==> config.mk <==
export PLATFORM = sky130hd
export DESIGN_NAME = det_win_counter
export DESIGN_NICKNAME = d
export VERILOG_FILES = /design/src/rtl/det_win_counter.sv
export SDC_FILE = /design/constraint.sdc
export NUM_CORES = 1
export LEC_CHECK = 0
export BUFFER_PORTS_ARGS = -buffer_cell sky130_fd_sc_hd__buf_2
export CORE_UTILIZATION = 25
export CTS_BUF_LIST = sky130_fd_sc_hd__clkbuf_2 sky130_fd_sc_hd__clkbuf_4 sky130_fd_sc_hd__clkbuf_8
export DETAILED_ROUTE_END_ITERATION = 10
export PLACE_DENSITY = 0.46
export SKIP_CTS_REPAIR_TIMING = 1
export SYNTH_ARGS = -nofsm -noshare
export SYNTH_HDL_FRONTEND = slang
export SYNTH_SLANG_ARGS = --single-unit
==> constraint.sdc <==
create_clock -name clk -period 2.42 [get_ports clk]
set_input_delay 0.484 -clock clk [delete_from_list [all_inputs] [get_ports clk]]
set_output_delay 0.484 -clock clk [all_outputs]
set_load 0.05 [all_outputs]
==> src/rtl/det_win_counter.sv <==
// Windowed match counter for the serial 1101 detector: counts det_pulse events over
// WIN_LEN enabled cycles and publishes a count/sat/lost report over valid/ready.
module det_win_counter #(
    parameter int unsigned WIN_LEN = 16,
    parameter int unsigned CNT_W   = 4
) (
    input  logic             clk,
    input  logic             rst_n,
    input  logic             det_pulse,
    input  logic             en,
    output logic             rpt_valid,
    input  logic             rpt_ready,
    output logic [CNT_W-1:0] rpt_count,
    output logic             rpt_sat,
    output logic             rpt_lost
);

    localparam int unsigned WCNT_W = (WIN_LEN > 2) ? $clog2(WIN_LEN) : 1;
    localparam logic [WCNT_W-1:0] WCNT_LAST = WCNT_W'(WIN_LEN - 1);
    localparam logic [CNT_W-1:0]  CNT_MAX   = {CNT_W{1'b1}};

    typedef enum logic {
        R_EMPTY = 1'b0,
        R_FULL  = 1'b1
    } rpt_state_e;

    rpt_state_e        state_q, state_d;
    logic [WCNT_W-1:0] wcnt_q, wcnt_d;
    logic [CNT_W-1:0]  ev_cnt_q, ev_cnt_d;
    logic              ev_sat_q, ev_sat_d;
    logic              rpt_valid_q, rpt_valid_d;
    logic [CNT_W-1:0]  rpt_count_q, rpt_count_d;
    logic              rpt_sat_q, rpt_sat_d;
    logic              rpt_lost_q, rpt_lost_d;

    logic              close_c;
    logic              at_max_c;
    logic [CNT_W-1:0]  fin_count_c;
    logic              fin_sat_c;

    // Window close and the closing cycle's saturating final tally
    always_comb begin
        close_c     = en && (wcnt_q == WCNT_LAST);
        at_max_c    = (ev_cnt_q == CNT_MAX);
        fin_count_c = ev_cnt_q;
        fin_sat_c   = ev_sat_q;
        if (det_pulse) begin
            if (at_max_c) begin
                fin_sat_c = 1'b1;
            end else begin
                fin_count_c = ev_cnt_q + CNT_W'(1);
            end
        end
    end

    // Window and event counters; disabled cycles abort the window in progress
    always_comb begin
        wcnt_d   = wcnt_q;
        ev_cnt_d = ev_cnt_q;
        ev_sat_d = ev_sat_q;
        if (!en || close_c) begin
            wcnt_d   = '0;
            ev_cnt_d = '0;
            ev_sat_d = 1'b0;
        end else begin
            wcnt_d   = wcnt_q + WCNT_W'(1);
            ev_cnt_d = fin_count_c;
            ev_sat_d = fin_sat_c;
        end
    end

    // Report FSM: a close while a report is still unaccepted marks the new one lost
    always_comb begin
        state_d     = state_q;
        rpt_count_d = rpt_count_q;
        rpt_sat_d   = rpt_sat_q;
        rpt_lost_d  = rpt_lost_q;
        unique case (state_q)
            R_EMPTY: begin
                if (close_c) begin
                    state_d     = R_FULL;
                    rpt_count_d = fin_count_c;
                    rpt_sat_d   = fin_sat_c;
                    rpt_lost_d  = 1'b0;
                end
            end
            R_FULL: begin
                if (close_c) begin
                    rpt_count_d = fin_count_c;
                    rpt_sat_d   = fin_sat_c;
                    rpt_lost_d  = !rpt_ready;
                end else if (rpt_ready) begin
                    state_d     = R_EMPTY;
                    rpt_count_d = '0;
                    rpt_sat_d   = 1'b0;
                    rpt_lost_d  = 1'b0;
                end
            end
            default: state_d = R_EMPTY;
        endcase
        rpt_valid_d = (state_d == R_FULL);
    end

    always_ff @(posedge clk or negedge rst_n) begin
        if (!rst_n) begin
            state_q     <= R_EMPTY;
            wcnt_q      <= '0;
            ev_cnt_q    <= '0;
            ev_sat_q    <= 1'b0;
            rpt_valid_q <= 1'b0;
            rpt_count_q <= '0;
            rpt_sat_q   <= 1'b0;
            rpt_lost_q  <= 1'b0;
        end else begin
            state_q     <= state_d;
            wcnt_q      <= wcnt_d;
            ev_cnt_q    <= ev_cnt_d;
            ev_sat_q    <= ev_sat_d;
            rpt_valid_q <= rpt_valid_d;
            rpt_count_q <= rpt_count_d;
            rpt_sat_q   <= rpt_sat_d;
            rpt_lost_q  <= rpt_lost_d;
        end
    end

    assign rpt_valid = rpt_valid_q;
    assign rpt_count = rpt_count_q;
    assign rpt_sat   = rpt_sat_q;
    assign rpt_lost  = rpt_lost_q;

endmodule

==> results of run 1 <==
==> cells in the mapped netlist, types with 2 or more instances <==
library cell  number
dfrtp_1           16
nand3_1            8
nor2_1             7
o21ai_1            6
and2_1             3
a211oi_2           2
and4_1             2
ha_1               2
inv_1              2
nand2_1            2
nor2b_1            2
o21ai_0            2
xor2_1             2
==> path summary, 6_finish.rpt <==
path / slack, ps / cells after the start / end
worst max-delay path: 980 / 1 / rpt_valid
worst min register to register: 470 / 1 / wcnt_q[0]
worst min-delay path: 100 / 1 / rpt_sat
worst max register to register: 1070 / 4 / rpt_count[1]
min in group clk: 380 / 2 / rpt_valid
max in group asynchronous: 2060 / 1 / rpt_count[3]
==> placed cells by master, fill, tap and decap left out <==
cell type and count:
inv_1 2, ha_1 2, and4_1 2, nor2b_1 2
nand3_1 8, and2_1 3, a211oi_2 2, and3_1 1
clkbuf_4 3, nand4_1 1, nand4b_1 1, o21ai_0 2
nand2_1 2, mux2i_1 1, and2b_1 1, xor2_1 2
a31oi_1 1, o21ai_1 6, dfrtp_1 16, clkbuf_8 1
nand4_2 1, a21oi_1 1, buf_2 11, nand2b_1 1
nor2_1 7
==> state kept, by name, indices dropped and copies added (netlist names) <==
register	cells
ev_sat_q	1
ev_cnt_q	4
rpt_lost	1
rpt_sat	1
wcnt_q	4
rpt_count	4
rpt_valid	1
==> metal layers <==
| metal | share of wire [%] | GRT usage [%] | up-vias | wire (µm) |
|---|---|---|---|---|
| li1 | - | - | 265 | - |
| met1 | 49 | 12.07 | 240 | 609 |
| met2 | 45 | 12.74 | 17 | 552 |
| met3 | 4.0 | 2.326 | 2 | 50 |
| met4 | 2.2 | 7.500 | 0 | 27 |
| met5 | 0 | 0 | - | 0 |
==> worst reg2reg max path: stages (launching register included) <==
cell and delay [ps]:
dfrtp_1 430, ha_1 310, and2_1 160, a211oi_2 260, o21ai_1 100
==> where the power goes <==
part	switching [mW]	internal (mW)	total (mW)
logic	0.0253	0.0146	0.0399
registers	0.00678	0.275	0.282
clock network	0.0779	0.0914	0.169
total	0.110	0.381	0.491
==> per-stage QoR <==
stage	cells	total power [mW]	setup slack (ps)	hold WS, ps	utilization, %
2_1_floorplan	66	0.3106	1165	188.4	-
6_report	111	0.4911	983.1	100.2	30.62
3_3_place_gp	107	0.3271	1081	415.1	29.29
3_5_place_dp	107	0.3281	1089	416.3	29.29
5_1_grt	111	0.5267	923.9	113.3	30.62
4_1_cts	111	0.5052	965.4	98.82	30.62
==> layout make-up <==
cell class	count	share of cell area, %
multi-input combinational	47	35.72
sequential	16	47.83
clock buffer	4	4.335
inverter	2	0.8969
timing repair buffer	11	6.577
tap	31	4.634
==> cells by family (layout without fill, tap and decap cells) <==
group                    count (synthesis)  count (layout)  share of synthesized area, %
multiplexers                             1               1                         1.394
buffers and inverters                    3              17                         2.614
AO/OA/AOI/OAI                           12              12                         10.63
adder cells (fa/ha/maj)                  2               2                         3.484
flip-flops                              16              16                         55.75
XOR/XNOR                                 2               2                         2.439
AND/OR/NAND/NOR                         30              30                         23.70
==> results.md, run 1 <==
* Finished Cell Area at 837.1 µm²
* Post-synth top area share at 55.75%
* Crit path max fanout at 4
* Syn_area_per_cell at 10.88 µm²
* Crit-path leading delay family: flip-flops
* Row count at 19
* Startpoint types: register
* WP buf/inv at 1
* Pins Over Slew Limit at 0
* # fillers at 275
* Final HPWL DP at 930.2 µm
* Max-cap viol count at 0
* Asr flop ratio synth at between 90% and 100%
* Clk sinks at 16
* Worst Path Class, Setup: reg2out
* Antenna Violating Nets Remaining at 0
* Number of synthesized flops with an enable pin at 0
* Netlist cell types at 23
* Ports at 12
* Peak Freq at 0.6959 GHz
* Final Critical Period at 1437 ps
* GRT overflow at 0
* Total track usage at 9.217%
* Max rail drop VDD at 0.0002064 V
* Critical Path Start: rpt_valid
* R2r startpoint: ev_cnt_q[0]
* CTS HTree Levels at 1
* CP max stage cell: dfrtp_1
* CP Cell Sequence: buf_2
* CP endpoint kind: output port
* Core area at 2734 µm²
* Synth Flop Type: dfrtp_1
* Ys Warns at 0
* IO buf count at 11
* Status: completed
* Post-Place Cell Area at between 800 and 900 µm²
* Die Ht at 55.60 µm
* Area leader, netlist: dfrtp_1
* #FFs+latches synth at 16
* Die area at roughly 3000 µm²
* Area of the multi-input gates at 299.0 µm²
* Final setup TNS at 0 ps
* N_diodes at 0
* Global-route wire length before repair at between 2000 and 2500 µm
* Via count at 524
* Initial Utilization at 26.27%
* Hold crit path type: in2async
* # DRC at 0
* WL final at 1240 µm
* Vias per inst at 4.721
* Initial antenna violation count at 0
* Bufs on Longest Clock Path at 2
* Root Buffer: clkbuf_4
* Total CTS buffers at 3
* Register area share after synthesis at 55.75%
* Vias in the first global route at 468
* Dominant cells by area after synthesis: dfrtp_1, nand3_1, o21ai_1
* CTS tree: built
* Post-layout net count at slightly below 90
* Final Hold Fails at 0
* Crit path required time at between 1500 and 2000 ps
* Largest net degree at the start of global routing at 17
* Wirelength per Cell at between 10 and 15 µm
* First-pass detailed-route iteration total at 4
* Routability congestion estimate at 0.7702
* Final Setup Violations at 0
* Slew HR at 76.72%
* Register area at 400.4 µm²
* Synth Net Count at 73
* Synth Instances at 66
* Layout cells sized above 1 at 22.50%
* Fin crit share at 59.38%
* Leakage power at 0.4165 nW
* Synth Cell Area at around 720 µm²
* RSZ-0062 raised after global routing: no
* Measured slew at the worst slew-check pin at 349.1 ps
* Arr. time, crit path at 950 ps
* PD cells at 586.7 nW/µm²
* Layout Skew at about 4.3 ps
* Synth-to-Final Area Change at 16.55%
* CP peak stage delay at 400 ps
* Reg clk slew, reported paths at 90 ps
* Clock latency at the later pin of the worst-skew pair at 280 ps
* Die W at 55.60 µm
* Number of DRC markers in iteration 0 at 16
Power figures use the tool's default switching activity.
==> inputs of run 2 (changes only) <==
clock period = 1.4 ns   (was 2.42 ns; I/O delays follow)
==> run 2 against run 1 <==
  * Register-to-register slack worse by 990 ps
  * Clock power is 80% higher
  * Non-clock buffer count is 5 higher
  * Worst hold slack better by 66 ps
  * Combinational power is 110% higher
  * Sequential power is 73% higher
  * Clock skew is 1.4 ps higher
  * Largest cell class unchanged
  * Critical path depth is 3 higher
  * Final area is 6.1% higher
  * Global-route usage is 0.91 points higher
  * Cell count is 4.5% higher
  * Utilization is 1.9 points higher
==> results.md, run 2 (synthesized netlist as in run 1, its figures left out) <==
* Status: completed
* Initial antenna violation count at 0 (unchanged)
* CP peak stage delay at 420 ps (+20 ps)
* Pins Over Slew Limit at 0 (unchanged)
* CTS tree: built
* Wirelength per Cell at 11.70 µm (+4.7%)
* GRT overflow at 0 (unchanged)
* Total CTS buffers at 3 (unchanged)
* Crit path max fanout at 4 (unchanged)
* CP max stage cell: dfrtp_1
* Hold Crit Endpoint: rpt_valid
* Via count at 544 (+3.8%)
* Initial Utilization at 26.27% (unchanged)
* Final Critical Period at 1315 ps
* Clock latency at the later pin of the worst-skew pair at 280 ps (about the same)
* N_diodes at 0 (unchanged)
* Crit path required time at 1580 ps (-360 ps)
* Post-layout net count at 93 (+5.7%)
* Leakage power at 0.4473 nW (+7.4%)
* Routability congestion estimate at 0.7774 (+0.93%)
* Hold crit path type: in2reg
* Max-cap viol count at 0 (unchanged)
* Final setup TNS at 0 ps (unchanged)
* Max rail drop VDD at 0.0005368 V (+160%)
* Fin Hold WS at 166.5 ps (+66.30 ps)
* Layout cells sized above 1 at 27.06% (+4.6 points)
* Post-Place Cell Area at 823.3 µm² (+2.8%)
* Final Setup Violations at 0 (unchanged)
* Row count at 19 (unchanged)
* Total track usage at 10.13% (+0.91 points)
* Global-route wire length before repair at 2359 µm (+11%)
* Fin crit share at 93.96%
* Reg clk slew, reported paths at 100 ps (about the same)
* Antenna Violating Nets Remaining at 0 (unchanged)
* CP endpoint kind: register
* Layout Skew at 5.709 ps (+1.416 ps)
* CP Cell Sequence: ha_2, and2_1, a211oi_2, o21ai_1
* Largest net degree at the start of global routing at 17 (unchanged)
* Final HPWL DP at 956.9 µm (+2.9%)
* Core area at 2734 µm² (unchanged)
* CTS HTree Levels at 1 (unchanged)
* Ports at 12 (unchanged)
* Final Hold Fails at 0 (unchanged)
* Worst Path Class, Setup: reg2reg
* R2r startpoint: ev_cnt_q[1]
* Reg2Reg Depth at 4 (unchanged)
* Die area at 3091 µm² (unchanged)
* Vias per inst at 4.690 (-0.66%)
* Crit-path leading delay family: flip-flops
* WL final at 1357 µm (+9.4%)
* Root Buffer: clkbuf_4
* Number of DRC markers in iteration 0 at 26 (+10)
* Bufs on Longest Clock Path at 2 (unchanged)
* RSZ-0062 raised after global routing: no
* # DRC at 0 (unchanged)
* Synth-to-Final Area Change at 23.69%
* Slew HR at 74.19% (-2.5 points)
* Peak Freq at approximately 0.76 GHz
* Startpoint types: register
* IO buf count at 11 (unchanged)
* Die Ht at 55.60 µm (unchanged)
* First-pass detailed-route iteration total at 3 (-1)
* WP buf/inv at 0 (-1)
* R2R Setup Slk at 80 ps (-990 ps)
* R2r endpoint: rpt_count[1]
* Arr. time, crit path at 1490 ps (+540 ps)
* Most common cell after layout, fill and taps aside: dfrtp_1
* Vias in the first global route at 528 (+13%)
* Clk sinks at 16 (unchanged)
* Hold path startpoint: rpt_ready
* Die W at 55.60 µm (unchanged)
* PD cells at 982.4 nW/µm² (+67%)
* Measured slew at the worst slew-check pin at 387.2 ps (+38.09 ps)
* Most frequent cells in the layout: dfrtp_1, buf_2, nand3_1, nor2_1, o21ai_1
* Min-Delay Path Depth at 2
* Finished Cell Area at 888.4 µm² (+6.1%)
[run 2: changes by cell type in the layout (fill, tap and decap cells not counted), sizes merged]
cell	delta
dlygate4sd3	+1
buf	+4
[run 2: stage by stage]
stage / util [%] / total power, mW / instances / setup WS (ps)
5_1_grt: 32.49 / 0.9254 / 116 / 2.599
3_3_place_gp: 30.11 / 0.5712 / 110 / 70.55
4_1_cts: 31.44 / 0.8788 / 114 / 36.62
3_5_place_dp: 30.11 / 0.5717 / 110 / 60.52
6_report: 32.49 / 0.8727 / 116 / 84.61
2_1_floorplan: - / 0.5368 / 66 / 145.0
[run 2: cell type report]
cell class                 instances  area (µm²)
tap                               31       38.79
timing repair buffer              16       95.09
sequential                        16       400.4
multi-input combinational         47       310.3
inverter                           2       7.507
fill                             285        1846
clock buffer                       4       36.28
[run 2: worst max path at each step]
stage	slack, ps	start	end	cells after the start
2_1_floorplan	140	ev_cnt_q[0]	rpt_count[1]	4
3_5_place_dp	60	ev_cnt_q[0]	rpt_count[1]	4
4_1_cts	40	ev_cnt_q[0]	rpt_count[1]	4
5_1_grt	3	ev_cnt_q[1]	rpt_count[1]	4
3_3_place_gp	70	ev_cnt_q[0]	rpt_count[1]	4
6_report	80	ev_cnt_q[1]	rpt_count[1]	4
[run 2: worst register-to-register path, cell delays in order (launching register included)]
cell and delay [ps]:
dfrtp_1 420, ha_2 290, and2_1 160, a211oi_2 250, o21ai_1 100
[run 2: where the power goes]
group	internal, mW	switching [mW]	total (mW)
Combinational	0.0332	0.0487	0.0819
Clock	0.158	0.145	0.304
Sequential	0.476	0.0114	0.487
Total	0.667	0.206	0.873
[run 2: metal layers]
layer | wire length (µm) | GRT usage (%) | part of all wire, % | up-vias
li1 | - | - | - | 273
met1 | 694 | 13.79 | 51 | 258
met2 | 597 | 13.94 | 44 | 11
met3 | 44 | 3.023 | 3.2 | 2
met4 | 21 | 6.429 | 1.5 | 0
met5 | 0 | 0 | 0 | -
==> inputs of run 3 (changes only) <==
BUFFER_PORTS_ARGS = -buffer_cell sky130_fd_sc_hd__clkbuf_2   (was -buffer_cell sky130_fd_sc_hd__buf_2)
==> run 3 against run 2 <==
  * Worst hold slack improved by 16 ps
  * Sequential power hardly changed
  * First-iteration DRC count fell by 46%
  * Critical path type unchanged
==> results.md, run 3 (synthesized netlist as in run 1, its figures left out) <==
* Status: completed
* Measured slew at the worst slew-check pin at 407.6 ps (+20.43 ps)
* Ports at 12 (unchanged)
* CTS tree: built
* Hold crit path type: in2reg
* Max rail drop VDD at 0.0004605 V (-14%)
* Reg clk slew, reported paths at 90 ps (about the same)
* GRT overflow at 0 (unchanged)
* Layout Skew at 0.4511 ps (-5.258 ps)
* Global Route met2 Usage at 14.63% (+0.69 points)
* # DRC at 0 (unchanged)
* Leakage power at 0.4409 nW (-1.4%)
* Most Crowded Layer GR: met2
* Post-Place Cell Area at 823.3 µm² (unchanged)
* Largest net degree at the start of global routing at 17 (unchanged)
* Arr. time, crit path at 1460 ps (-30 ps)
* Total track usage at 10.16% (+0.035 points)
* CP Cell Sequence: ha_2, and2_1, a211oi_2, o21ai_1
* Die Ht at 55.60 µm (unchanged)
* Psw at 0.1943 mW (-5.5%)
* Slew HR at 72.82% (-1.4 points)
* Net Sw Frac at 24.15% (+0.60 points)
* Vias in the first global route at 524 (-0.76%)
* IO buf count at 11 (unchanged)
* Synth-to-Final Area Change at 22.82%
* Die W at 55.60 µm (unchanged)
* Bufs on Longest Clock Path at 2 (unchanged)
* PD cells at 912.0 nW/µm² (-7.2%)
* Clk network pwr share at 29.1% (-5.7 points)
* Row count at 19 (unchanged)
* Final Setup Violations at 0 (unchanged)
* Startpoint types: register
* Crit path required time at 1570 ps (about the same)
* Antenna Violating Nets Remaining at 0 (unchanged)
* Final Critical Period at 1292 ps (-23.35 ps)
* Die area at 3091 µm² (unchanged)
* Finished Cell Area at 882.1 µm² (-0.70%)
* Final HPWL DP at 955 µm (-0.20%)
* Worst Path Class, Setup: reg2reg
* Clock latency at the later pin of the worst-skew pair at 280 ps (about the same)
* Final Hold Fails at 0 (unchanged)
* Sequential power share at 60.7% (+4.9 points)
* Final setup TNS at 0 ps (unchanged)
* Post-layout net count at 94 (+1.1%)
* Initial antenna violation count at 0 (unchanged)
* Total CTS buffers at 3 (unchanged)
* Pint at 0.6102 mW (-8.5%)
* WP buf/inv at 0 (unchanged)
* CTS HTree Levels at 1 (unchanged)
* Met3 usage in global routing at 2.093% (-0.93 points)
* CP endpoint kind: register
* Crit-path leading delay family: flip-flops
* Layout cells sized above 1 at 27.06% (unchanged)
* Global-route wire length before repair at 2359 µm (unchanged)
* Clk sinks at 16 (unchanged)
* N_diodes at 0 (unchanged)
* M1 GR Usage at 12.84% (-0.96 points)
* Via count at 544 (unchanged)
* Core area at 2734 µm² (unchanged)
* Pins Over Slew Limit at 0 (unchanged)
* Vias per inst at 4.690 (unchanged)
* CP peak stage delay at 430 ps (about the same)
* Routability congestion estimate at 0.7772 (about the same)
* Fin crit share at 92.29% (-1.7 points)
* Most frequent cells in the layout: dfrtp_1, clkbuf_2, nand3_1, nor2_1, o21ai_1
* Number of DRC markers in iteration 0 at 14 (-46%)
* Root Buffer: clkbuf_4
* Wirelength per Cell at 11.46 µm (-2.1%)
* Most common cell after layout, fill and taps aside: dfrtp_1
* Comb power frac at 10.2% (+0.8 points)
* WL final at 1329 µm (-2.1%)
* First-pass detailed-route iteration total at 4 (+1)
* Peak Freq at 0.7740 GHz (+1.8%)
* Max-cap viol count at 0 (unchanged)
* RSZ-0062 raised after global routing: no
* Initial Utilization at 26.27% (unchanged)
* # fillers at 283 (-0.70%)
* Crit path max fanout at 5 (+1)
* CP max stage cell: dfrtp_1
-- run 3: cell types whose count changed in the layout (fill, tap and decap cells not counted) --
cell	delta
o21ai_0	-1
buf_2	-11
clkbuf_8	-1
buf_4	+1
clkbuf_2	+11
o21ai_1	+1
-- run 3: stage by stage --
stage	hold slack [ps]	worst slack, ps	util (%)	power, mW	instances
CTS	-83.55	43.80	30.94	0.8131	113
global placement	229.0	71.80	30.11	0.5711	110
floorplan	-15.59	145.0	-	0.5368	66
detailed placement	231.6	67.06	30.11	0.5708	110
finish	182.4	108.0	32.27	0.8044	116
global route	167.5	18.70	32.27	0.8513	116
-- run 3: power by group through the flow --
| stage | Clock (mW) | Combinational (mW) | Sequential (mW) |
|---|---|---|---|
| after CTS | 0.251 | 0.0748 | 0.487 |
| final | 0.234 | 0.0822 | 0.488 |
| after floorplan | 0 | 0.0316 | 0.505 |
| after detailed placement | 0 | 0.0744 | 0.496 |
| after global routing | 0.266 | 0.0940 | 0.491 |
| after global placement | 0 | 0.0749 | 0.496 |
-- run 3: worst paths after layout --
check	cells after the start	start	to	slack, ps
worst max-delay path	4	ev_cnt_q[0]	rpt_count[1]	110
worst min-delay path	2	rpt_ready	rpt_valid	180
worst max register to register	4	ev_cnt_q[0]	rpt_count[1]	110
worst min register to register	2	ev_sat_q	ev_sat_q	510
max in group asynchronous	2	rst_n	rpt_count[1]	660
min in group asynchronous	2	rst_n	rpt_lost	460
-- run 3: worst register-to-register path, delay by kind of cell (launching register included) --
family	cells	cell delay, ps
and+or+nand+nor	1	160
adders and majority gates	1	280
AOI/OAI and AO/OA	2	320
DFF	1	430
-- run 3: final cells by class --
type	instances	area (µm²)	area share, %
clock buffers	3	22.52	2.553
inverters	2	7.507	0.8511
multi-input cells	47	310.3	35.18
flip-flops and latches	16	400.4	45.39
well taps	31	38.79	4.397
repair buffers	17	102.6	11.63
-- run 3: metal layers --
| layer | routed length [µm] | share of wire, % |
|---|---|---|
| met2 | 606 | 46 |
| met1 | 644 | 48 |
| met5 | 0 | 0 |
| met3 | 50 | 3.8 |
| met4 | 27 | 2.0 |
